File: config.mk
export PLATFORM = sky130hd
export DESIGN_NAME = micro_sequencer
export DESIGN_NICKNAME = d
export VERILOG_FILES = /design/src/rtl/micro_sequencer.sv
export SDC_FILE = /design/constraint.sdc
export NUM_CORES = 1
export LEC_CHECK = 0
export ABC_AREA = 0
export CAP_MARGIN = 20
export CORE_ASPECT_RATIO = 1.1
export CORE_MARGIN = 3
export CORE_UTILIZATION = 39
export CTS_CLUSTER_DIAMETER = 100
export DETAILED_ROUTE_END_ITERATION = 6
export HOLD_SLACK_MARGIN = 0.06
export PLACE_DENSITY = 0.78
export SYNTH_ARGS = -nofsm -noshare
export SYNTH_HDL_FRONTEND = slang
export SYNTH_SLANG_ARGS = --single-unit
export TNS_END_PERCENT = 50
File: constraint.sdc
create_clock -name clk -period 2.15 [get_ports clk]
set_input_delay 0.215 -clock clk [delete_from_list [all_inputs] [get_ports clk]]
set_output_delay 0.215 -clock clk [all_outputs]
set_load 0.02 [all_outputs]
File: src/rtl/micro_sequencer.sv
// rtl/micro_sequencer.sv - microprogram sequencer: next-address select, return stack, ctrl gating
module micro_sequencer #(
    parameter int ADDR_W      = 4,
    parameter int CTRL_W      = 22,
    parameter int NCOND       = 4,
    parameter int STACK_DEPTH = 2,
    parameter int RESET_ADDR  = 0,
    localparam int CSEL_W     = $clog2(NCOND),
    localparam int UW         = CTRL_W + 3 + CSEL_W + 1 + ADDR_W
) (
    input  logic              clk,
    input  logic              reset_n,
    input  logic              stall,
    input  logic [NCOND-1:0]  cond,
    output logic [ADDR_W-1:0] uaddr,
    input  logic [UW-1:0]     uword,
    output logic [CTRL_W-1:0] ctrl_out,
    output logic              seq_err
);

    localparam int SP_W  = $clog2(STACK_DEPTH + 1);
    localparam int IDX_W = (STACK_DEPTH > 1) ? $clog2(STACK_DEPTH) : 1;

    typedef enum logic [2:0] {
        OP_NEXT     = 3'd0,
        OP_JUMP     = 3'd1,
        OP_BRANCH   = 3'd2,
        OP_DISPATCH = 3'd3,
        OP_CALL     = 3'd4,
        OP_RET      = 3'd5,
        OP_WAIT     = 3'd6,
        OP_HALT     = 3'd7
    } op_e;

    op_e               op;
    logic [CSEL_W-1:0] csel;
    logic [CSEL_W-1:0] csel_inc;
    logic              pol;
    logic [ADDR_W-1:0] target;
    logic [ADDR_W-1:0] upc1;
    logic [ADDR_W-1:0] nxt_addr;
    logic              hit;
    logic              stk_full;
    logic              stk_empty;
    logic              do_push;
    logic              do_pop;
    logic              err_set;
    logic [SP_W-1:0]   sp;
    logic [IDX_W-1:0]  push_idx;
    logic [IDX_W-1:0]  pop_idx;
    logic [ADDR_W-1:0] stack_mem [2**IDX_W];

    assign op       = op_e'(uword[UW-1 -: 3]);
    assign csel     = uword[CTRL_W+ADDR_W+1 +: CSEL_W];
    assign pol      = uword[CTRL_W+ADDR_W];
    assign target   = uword[CTRL_W +: ADDR_W];
    // NCOND is a power of two, so the wrap of csel+1 is plain truncation
    assign csel_inc = csel + CSEL_W'(1);
    assign upc1     = uaddr + ADDR_W'(1);
    assign hit      = (cond[csel] == pol);

    assign stk_full  = (sp == SP_W'(STACK_DEPTH));
    assign stk_empty = (sp == '0);
    assign push_idx  = sp[IDX_W-1:0];
    assign pop_idx   = push_idx - IDX_W'(1);

    assign ctrl_out = (reset_n && !stall) ? uword[CTRL_W-1:0] : '0;

    always_comb begin
        nxt_addr = upc1;
        do_push  = 1'b0;
        do_pop   = 1'b0;
        err_set  = 1'b0;
        case (op)
            OP_NEXT:     nxt_addr = upc1;
            OP_JUMP:     nxt_addr = target;
            OP_BRANCH:   nxt_addr = hit ? target : upc1;
            OP_DISPATCH: nxt_addr = {target[ADDR_W-1:2], cond[csel_inc], cond[csel]};
            OP_CALL: begin
                // an overflowing call still jumps; only the return address is lost
                nxt_addr = target;
                if (stk_full) begin
                    err_set = 1'b1;
                end else begin
                    do_push = 1'b1;
                end
            end
            OP_RET: begin
                if (stk_empty) begin
                    nxt_addr = ADDR_W'(RESET_ADDR);
                    err_set  = 1'b1;
                end else begin
                    nxt_addr = stack_mem[pop_idx];
                    do_pop   = 1'b1;
                end
            end
            OP_WAIT:     nxt_addr = hit ? uaddr : upc1;
            OP_HALT:     nxt_addr = uaddr;
            default:     nxt_addr = upc1;
        endcase
    end

    always_ff @(posedge clk or negedge reset_n) begin
        if (!reset_n) begin
            uaddr   <= ADDR_W'(RESET_ADDR);
            sp      <= '0;
            seq_err <= 1'b0;
        end else if (!stall) begin
            uaddr <= nxt_addr;
            if (do_push) begin
                sp <= sp + SP_W'(1);
            end else if (do_pop) begin
                sp <= sp - SP_W'(1);
            end
            if (err_set) begin
                seq_err <= 1'b1;
            end
        end
    end

    // Stack contents are don't-care after reset, so the array carries no reset
    always_ff @(posedge clk) begin
        if (reset_n && !stall && do_push) begin
            stack_mem[push_idx] <= upc1;
        end
    end

endmodule

==> results.toml <==
[floorplan]
start_util_pct = 42.24
die_w_um = 59.00
die_h_um = 64.30
core_um2 = 2853
rows = 20
ios = 66
die_area_um2 = 3793

[placement]
dpl_cell_area_um2 = 1948
dp_hpwl_um = 2934
place_congestion = 0.8022
port_buffers = 65

[finish]
seq_area_um2 = 415.4
nFillCells = 217
multi_input_area_um2 = 724.4
fin_util_pct = 70.00
drive_gt1_share_pct = 11.06
final_area_um2 = 1997
diodes = 0
syn2layout_area_growth_pct = 65.73
nets = 249

[detailed_routing]
met3RoutedLength_um = 458
route.met2.wl_um = 1758
routed-via-count = 1324
first_pass_iters = 4
drt_iter0_markers = 40
drc = 0
avgViaCountPerCell = 5.494
ant_nets = 0
wl_met1_um = 1262
route.detailed.wl_per_inst_um = 14.75
maxUsedRoutingLayer = "met4"
postRouteWirelength_um = 3554

[sta]
max_slew_margin_pct = 71.99
holdWs_ps = 221.7
finClkSkew_ps = 10.52
setup_viol = 0
worst_pin_slew_ps = 409.5
finalCritPeriodShare_pct = 96.28
max_freq_mhz = 483.1
min_period_ps = 2070
hold_viol = 0
slew_violations = 0

[synth]
synth_seq_cells = 15
yosys.area.top_type = "edfxtp_1"
syn_inst = 134
synth-compound-area-share_pct = 18.69
yosys.area_share.simple_pct = 28.14
synth_edf_count = 8
synth_area_leaders = "edfxtp_1, dfrtp_1, and2_1"
yosys_warnings = 0
yosys.area.top_type_share_pct = 19.94
ys_types = 44
syn_area_um2 = 1205
yosysMostFrequentCell = "and2_1"
syn_area_per_cell_um2 = 8.992
syn_nets = 174
yosysSeqAreaShare_pct = 34.48
synth_xor_area_share_pct = 4.465
muxShareOfSynthArea_pct = 7.788
synth-adder-area-share_pct = 1.038
synth-async-reset-ratio_pct = 46.67
ys.flop_type = "edfxtp_1"
yosys-top-cells-count = "and2_1, nand2_1, a21oi_1, edfxtp_1, nor2_1"
synth_top_family_by_area = "simple AND/OR/NAND/NOR gates"

[clock_tree]
clkLatencyLatePin_ps = 300
htreeDepth = 1
cts_setup_buffers = 0
cts_tree = "yes"
clk_pin_slew_ps = 100
clock_path_buffers = 2
root_buffer = "clkbuf_4"
cts_hold_buf = 0
cts.sinks = 15
cts_buffers = 3

[global_route]
track_usage_pct = 19.76
gr-total-overflow = 0
grt_first_pass_wirelength_um = 5809
antenna_found_initial = 0
first_global_vias = 1335
grt_max_degree = 25

[pwr]
power.density_nw_per_um2 = 536.0
p_leak_uw = 0.0009062
total_power_uw = 1070
ir_drop_mv = 0.4436

[critical_path]
crit_path_max_fanout = 24
path_class = "input port to output pin"
cp-start-kind = "input port"
endpoint_kind = "output pin"
crit_arrival_ps = 1850
required_ps = 1930

[flow_run]
drv_cap = 0

[hold_path]
hp-class = "input port to async pin"

[run_status]
status = "completed"
==> cell usage in the layout, fill, tap and decap left out, types with 3 or more instances in the layout <==
cell type	n
and2_1	22
or3_1	4
inv_1	5
dlymetal6s2s_1	7
nand2_1	11
clkbuf_4	3
a21oi_1	8
mux2i_1	6
dfrtp_1	7
nor2_1	8
o21ai_0	3
nand3_1	3
buf_4	12
clkdlybuf4s50_1	58
edfxtp_1	8
a221oi_1	3
a31oi_1	3
==> flip-flops by register name, indices dropped and copies added, names as in the netlist <==
register and flops:
seq_err 1, sp 2, stack_mem 8, uaddr 4
==> report_power, final <==
group	total, uW	internal, uW	switching (uW)
clock	168	69.3	98.8
sequential	414	355	59.6
combinational	488	257	231
==> final cells by class <==
cell class / count / area share [%]
repair buffers: 78 / 38.53
multi-input cells: 106 / 36.28
flip-flops and latches: 15 / 20.80
well taps: 33 / 2.068
clock buffers: 3 / 1.128
inverters: 5 / 0.9398
clock inverters: 1 / 0.2506
==> cells by family (layout without fill, tap and decap cells) <==
group,count (synthesis),count (layout)
flops,15,15
buf+inv,13,87
mux,8,8
fa+ha+maj,1,1
xor+xnor,4,4
simple gates,61,61
compound gates,32,32
==> repair_timing <==
item / CTS / global route
gates resized for setup: 0 / 8
endpoints found under the setup margin: 0 / 21
endpoints found under the hold margin: 0 / 0
==> worst paths after layout <==
kind                                      from                   end  slack [ps]  depth (start not counted)
max                                    reset_n          ctrl_out[21]          80                          5
min in group clk           seq_err$_DFFE_PN0P_   seq_err$_DFFE_PN0P_         460                          1
max in group asynchronous              reset_n  uaddr[1]$_DFFE_PN0P_        1800                          2
min                                    reset_n  uaddr[3]$_DFFE_PN0P_         220                          2
max reg2reg                  sp[0]$_DFFE_PN0P_  uaddr[1]$_DFFE_PN0P_         320                          5
min reg2reg                seq_err$_DFFE_PN0P_   seq_err$_DFFE_PN0P_         460                          1
==> through the flow <==
step | cells | setup TNS (ps) | setup WS (ps)
after global placement | 237 | 0 | 36.24
after CTS | 241 | 0 | 41.82
after floorplan | 134 | 0 | 481.0
after global routing | 241 | -9.748 | -9.748
after detailed placement | 237 | -24.32 | -14.60
final | 241 | 0 | 80.01
==> critical path, cell delays in order <==
cell	delay, ps
clkdlybuf4s50_1	480
nor2b_1	190
buf_6	190
and2_1	160
clkdlybuf4s50_1	610
==> metal layers <==
metal	vias up	GRT usage, %
met1	603	20.53
li1	634	-
met5	-	0
met4	0	8.215
met3	7	9.697
met2	80	33.15
No activity file was read; power rests on OpenSTA's default activity.
